$ cat src/rtl/rom_stream_reader.sv
// Walks a contiguous ROM address range on command and streams each word out
// through a one-entry valid/ready output register.
module rom_stream_reader #(
  parameter int ADDR_WIDTH = 8,
  parameter int DATA_WIDTH = 8,
  parameter int LEN_WIDTH  = ADDR_WIDTH + 1
) (
  input  logic                  clk,
  input  logic                  resetn,
  input  logic                  start,
  input  logic [ADDR_WIDTH-1:0] base_addr,
  input  logic [LEN_WIDTH-1:0]  len,
  output logic [ADDR_WIDTH-1:0] rom_addr,
  output logic                  rom_ce,
  output logic                  rom_ren,
  input  logic [DATA_WIDTH-1:0] rom_data,
  output logic                  out_valid,
  output logic [DATA_WIDTH-1:0] out_data,
  input  logic                  out_ready,
  output logic                  busy,
  output logic                  done
);

  // state   | meaning
  // S_IDLE  | waiting for start
  // S_READ  | issuing ROM reads, one per free output slot
  // S_DRAIN | all words issued, waiting for the last one to be taken
  // S_DONE  | one-cycle completion pulse
  typedef enum logic [1:0] {
    S_IDLE  = 2'd0,
    S_READ  = 2'd1,
    S_DRAIN = 2'd2,
    S_DONE  = 2'd3
  } state_t;

  state_t                state_q, state_d;
  logic [ADDR_WIDTH-1:0] cur_addr_q, cur_addr_d;
  logic [LEN_WIDTH-1:0]  remaining_q, remaining_d;
  logic                  out_valid_q, out_valid_d;
  logic [DATA_WIDTH-1:0] out_data_q, out_data_d;
  logic                  issue;

  always_ff @(posedge clk) begin
    if (!resetn) begin
      state_q     <= S_IDLE;
      cur_addr_q  <= '0;
      remaining_q <= '0;
      out_valid_q <= 1'b0;
      out_data_q  <= '0;
    end else begin
      state_q     <= state_d;
      cur_addr_q  <= cur_addr_d;
      remaining_q <= remaining_d;
      out_valid_q <= out_valid_d;
      out_data_q  <= out_data_d;
    end
  end

  always_comb begin
    state_d     = state_q;
    cur_addr_d  = cur_addr_q;
    remaining_d = remaining_q;
    out_valid_d = out_valid_q;
    out_data_d  = out_data_q;
    issue       = 1'b0;
    unique case (state_q)
      S_IDLE: begin
        if (start) begin
          cur_addr_d  = base_addr;
          remaining_d = len;
          state_d     = (len != '0) ? S_READ : S_DONE;
        end
      end
      S_READ: begin
        // A read may replace the held word in the same cycle it is accepted.
        issue = !out_valid_q || out_ready;
        if (issue) begin
          out_data_d  = rom_data;
          out_valid_d = 1'b1;
          cur_addr_d  = cur_addr_q + ADDR_WIDTH'(1);
          remaining_d = remaining_q - LEN_WIDTH'(1);
          if (remaining_q == LEN_WIDTH'(1)) state_d = S_DRAIN;
        end
      end
      S_DRAIN: begin
        if (!out_valid_q || out_ready) begin
          out_valid_d = 1'b0;
          state_d     = S_DONE;
        end
      end
      S_DONE: begin
        state_d = S_IDLE;
      end
      default: state_d = S_IDLE;
    endcase
  end

  assign rom_addr  = cur_addr_q;
  assign rom_ce    = issue;
  assign rom_ren   = issue;
  assign out_valid = out_valid_q;
  assign out_data  = out_data_q;
  assign busy      = (state_q == S_READ) || (state_q == S_DRAIN);
  assign done      = (state_q == S_DONE);

endmodule
$ cat config.mk
export PLATFORM = sky130hd
export DESIGN_NAME = rom_stream_reader
export DESIGN_NICKNAME = d
export VERILOG_FILES = /design/src/rtl/rom_stream_reader.sv
export SDC_FILE = /design/constraint.sdc
export NUM_CORES = 1
export LEC_CHECK = 0
export ABC_AREA = 1
export BUFFER_PORTS_ARGS = -buffer_cell sky130_fd_sc_hd__clkbuf_2
export CORE_ASPECT_RATIO = 2
export CORE_MARGIN = 1
export CORE_UTILIZATION = 50
export DETAILED_ROUTE_END_ITERATION = 6
export HOLD_SLACK_MARGIN = 0.02
export PLACE_DENSITY_LB_ADDON = 0.2
export SYNTH_ARGS = -nofsm -noshare
export SYNTH_HDL_FRONTEND = slang
export SYNTH_SLANG_ARGS = --single-unit
$ cat constraint.sdc
create_clock -name clk -period 4.13 [get_ports clk]
set_input_delay 0.2065 -clock clk [delete_from_list [all_inputs] [get_ports clk]]
set_output_delay 0.2065 -clock clk [all_outputs]
set_load 0.02 [all_outputs]
; After elaboration in Yosys (flattened, before gate mapping)
; Index checks and enable logic that the tools add are counted.
[word_totals]
reg_bits = 28
latchBits = 0
ramBits = 0
romBits = 0
output_inout_bits = 21
n_memories = 0
[classes]
add_sub_neg = 2
n_mul = 0
div = 0
magnitude_cmp = 0
n_eq_ne = 8
shifts = 0
muxes = 16
bitwise_logic = 0
reduce_logical = 11
[op_table]
columns = cell, n
row1 = 2-to-1 mux 9 bit, 2
row2 = one-hot mux 9 bit (2 select lines), 1
row3 = 2-to-1 mux 8 bit, 2
row4 = one-hot mux 8 bit (2 select lines), 1
row5 = 2-to-1 mux 2 bit, 5
row6 = "== test 9 x 1 -> 1 bit, second input constant", 1
row7 = nonzero test 9 bit, 1
row8 = "subtractor 9 x 1 -> 9 bit, second input constant", 1
row9 = "adder 8 x 1 -> 8 bit, second input constant", 1
row10 = "!= test 2 bit, second input constant", 4
row11 = one-hot mux 2 bit (4 select lines), 1
row12 = AND reduction 3 bit, 2
row13 = "== test 2 bit, second input constant", 2
row14 = AND reduction 4 bit, 1
row15 = nonzero test 2 bit, 2
row16 = 2-to-1 mux 1 bit, 3
row17 = "== test 2 x 1 -> 1 bit, second input constant", 1
row18 = logical NOT 2 bit, 1
row19 = logical OR 1 bit, 2
row20 = one-hot mux 1 bit (2 select lines), 1
row21 = AND reduction 2 bit, 1
row22 = logical NOT 1 bit, 1

; Longest topological paths before layout
[depth]
word_depth = 4
ltp_mapped = 10
depth_no_buf = 10

; Least setup slack after synthesis
; Ideal clock, no wire load.
[synth_timing]
path_type = register -> output
startpoint = register state_q[1]
endpoint = output port rom_ren
arrival_time_ns = 1.392
t_required_ns = 3.923
setup_slack_ns = 2.531
stages_incl_launch_ff = 6
path_buffers = 1
path_cell_list = dfxtp_1 > inv_1 > ha_1 > nand2_1 > clkinv_1 > buf_4
[synth_between]
elab_chain_len = 2
[synth_rtl]
columns = item, line
row1 = from (decl), 36  ; state_t state_q, state_d;
row2 = from (signal assigned), 51  ; state_q <= state_d;
row3 = == test 2 x 1 -> 1 bit, 66  ; unique case (state_q)
row4 = 2-to-1 mux 1 bit, 66
row5 = to (decl), 15  ; output logic rom_ren,
; Every way passes these cells.

; Final worst setup path
[layout_timing]
startpoint = register state_q[1]
endpoint = output port rom_ce
[layout_between]
elab_chain_len = 2
[layout_rtl]
columns = item, line
row1 = == test 2 x 1 -> 1 bit, 66
row2 = 2-to-1 mux 1 bit, 66
row3 = to (decl), 14  ; output logic rom_ce,
; Every way passes these cells.

==> results.py <==
metrics = {
    "route": {
        "viasPerCell": 5.23,
        "ant_nets": 0,
        "routed-via-count": 1752,
        "routed_wl_mm": 3.91,
        "dr.pass1.iters": 5,
        "drt_iter0_drc": 56,
        "detail_route.wl_per_cell_um": 11.7,
        "drc_errors": 0,
    },
    "worst_setup_path": {
        "r2r_end": "remaining_q[3]$_SDFFE_PN0P_",
        "rr_startpoint": "state_q[1]$_SDFFE_PN0P_",
        "cp-startpoint": "state_q[1]$_SDFFE_PN0P_",
        "rrSetupSlack_ns": 1.65,
        "path_class": "reg -> out",
        "crit_fanout": 24,
        "worst_setup_path_start_kind": "flop",
        "reg2reg_depth": 6,
        "arrival_ns": 2.28,
        "cp.required_ns": 3.92,
        "endpoint_kind": "output pin",
    },
    "sta": {
        "min_period_over_period_pct": 60.2,
        "hold_viol": 0,
        "fmax_ghz": 0.403,
        "setup_slack_ns": 1.65,
        "final_max_slew_viol_count": 0,
        "period_minus_slack_ns": 2.48,
        "rsz0062_at_grt": "no",
        "final.setup.tns_ns": 0,
        "skew_ns": 0.00302,
        "relSlewSlack_pct": 45.1,
        "worst_pin_slew_ns": 0.823,
        "setup_viol": 0,
    },
    "floorplan": {
        "die_w_um": 42.5,
        "row_count": 29,
        "die_area_um2": 3530,
        "start_util_pct": 52.0,
        "die_y_um": 83.1,
        "coreArea_um2": 3160,
        "boundaryPins": 50,
    },
    "pwr": {
        "p_leak_uw": 0.000984,
        "p_sw_share_pct": 49.8,
        "p_int_uw": 814,
        "comb_power_share_pct": 57.3,
        "power.share.sequential_pct": 29.1,
        "p_per_area_nw_per_um2": 836,
        "power.switching_uw": 806,
        "peakVddDrop_v": 0.000713,
        "clkPwrFrac_pct": 13.6,
    },
    "logic_synthesis": {
        "syn_area_um2": 1640,
        "yosys_warnings": 0,
        "yosysMostFrequentCell": "nand2_1",
        "yosysTopAreaCellShare_pct": 34.1,
        "synth_nets": 297,
        "synth-edff-count": 0,
        "synthFlopType": "dfxtp_1",
        "ys_seq_area_share_pct": 34.1,
        "synth_seq_cells": 28,
        "syn_area_per_cell_um2": 6.32,
        "synth_cell_type_count": 23,
        "ys_top_cells_by_count": "63 x nand2_1, 50 x nor2_1, 28 x dfxtp_1",
        "yosys-top-cells-area": "dfxtp_1 34%, nand2_1 14%, nor2_1 11%",
        "synth-async-reset-ratio_pct": 0,
        "syn_inst": 260,
        "netlist.top_cell.by_area": "dfxtp_1",
    },
    "cts": {
        "cts_resized": 0,
        "clk_latency_ns": 0.28,
        "hold_buffers": 0,
        "cts_buffer_depth": 2,
        "cts_root_buf": "clkbuf_8",
        "clk_pin_slew_worst_paths_ns": 0.10,
        "cts_tree": "yes",
        "numCtsBuffers": 3,
        "cts.sinks": 28,
        "htreeDepth": 1,
        "post-cts-setup-buffers": 0,
    },
    "place": {
        "dp_hpwl_mm": 2.98,
        "dpl.cell_count": 331,
        "gp_congestion": 0.867,
        "portBuffers": 49,
        "dp_slack_ns": 1.65,
    },
    "cells_and_area": {
        "n_antenna_cell": 0,
        "fillers": 326,
        "fin_util_pct": 61.4,
        "finalNonFillerCells": 335,
        "drive_gt1_share_pct": 19.1,
        "syn2layout_area_growth_pct": 18.0,
        "multi_input_area_um2": 910,
        "final_nets": 342,
        "seq_area_um2": 561,
    },
    "min_path": {
        "whs_endpoint": "out_data[0]$_SDFFE_PN0P_",
        "hold-path-cell-count": 3,
        "hp-start": "rom_data[0]",
        "min_path_type": "in -> reg",
    },
    "global_routing": {
        "grt_max_degree": 25,
        "track_usage_pct": 23.0,
        "grt_pass1_wl_mm": 6.54,
        "grt_pass1_vias": 1602,
        "grt-ovfl-total": 0,
        "antenna_found_initial": 0,
    },
    "job": {
        "cap_violations": 0,
    },
    "outcome": {
        "status": "finished clean",
    },
}
## cell type report
type / count / share of cell area [%]
Clock buffer: 3 / 2.13
Clock inverter: 1 / 1.55
Inverter: 30 / 5.81
Multi-Input combinational cell: 193 / 46.9
Sequential cell: 28 / 28.9
Tap cell: 31 / 2.00
Timing Repair Buffer: 49 / 12.7
## cells by family (layout without fill, tap and decap cells)
group,count (synthesis),count (layout),share of synthesized area [%]
AO/OA/AOI/OAI,50,50,16.1
adder cells (fa/ha/maj),8,8,6.09
buffers and inverters,39,83,10.5
flip-flops,28,28,34.1
AND/OR/NAND/NOR,135,135,33.2
## stage by stage
stage / hold WS [ns] / cell area, µm² / total power, µW
after CTS: 0.166 / 1940 / 1630
after global routing: 0.169 / 1940 / 1770
final: 0.169 / 1940 / 1620
after global placement: 0.455 / 1870 / 1390
after floorplan: 0.330 / 1640 / 1210
after detailed placement: 0.464 / 1870 / 1400
## critical path, stage by stage (launching register included)
cell and delay [ns]:
dfxtp_1 0.34, inv_1 0.11, ha_1 0.71, nand2_1 0.36
clkinv_1 0.27, clkbuf_2 0.21
## routing by layer
metal | up-vias | global-route usage, % | share of wire (%)
met5 | - | 0 | 0
met4 | 0 | 8.81 | 2.3
met3 | 9 | 2.83 | 3.9
met2 | 55 | 43.8 | 54
met1 | 771 | 24.2 | 40
li1 | 917 | - | -
## worst max-delay path by stage
stage                                        to  cells after the start  slack [ns]
floorplan                               rom_ren                      5        2.53
global placement    remaining_q[2]$_SDFFE_PN0P_                      6        1.74
detailed placement  remaining_q[3]$_SDFFE_PN0P_                      6        1.65
CTS                                      rom_ce                      5        1.63
global route        remaining_q[3]$_SDFFE_PN0P_                      6        1.35
finish                                   rom_ce                      5        1.65
## layout by cell type (no fill, tap or decap)
| cell type | netlist | routed |
|---|---|---|
| a21oi_1 | 18 | 18 |
| a21oi_2 | 1 | 1 |
| a31oi_1 | 1 | 1 |
| bufinv_16 | 0 | 1 |
| clkbuf_2 | 0 | 49 |
| clkbuf_8 | 0 | 3 |
| clkinv_1 | 1 | 1 |
| dfxtp_1 | 28 | 28 |
| ha_1 | 8 | 8 |
| inv_1 | 27 | 27 |
| inv_2 | 2 | 2 |
| nand2_1 | 63 | 63 |
| nand2_4 | 1 | 1 |
| nand3_1 | 16 | 16 |
| nand4_1 | 4 | 4 |
| nor2_1 | 50 | 50 |
| nor3_1 | 1 | 1 |
| o21ai_0 | 22 | 22 |
| o21ai_1 | 4 | 4 |
| o21ai_2 | 1 | 1 |
| o22ai_1 | 2 | 2 |
| o31ai_1 | 1 | 1 |
## power by group through the flow
stage                     clock network [µW]  registers [µW]  logic, µW
after floorplan                            0             535        676
after global placement                     0             474        915
final                                    221             471        928
after detailed placement                   0             479        926
after global routing                     234             487       1050
after CTS                                225             471        931
## state kept, by name (all words and copies together) (netlist names)
| name | count |
|---|---|
| remaining_q | 9 |
| out_data | 8 |
| rom_addr | 8 |
| state_q | 2 |
| out_valid | 1 |
Note: power is estimated with default switching activity, not from simulation.
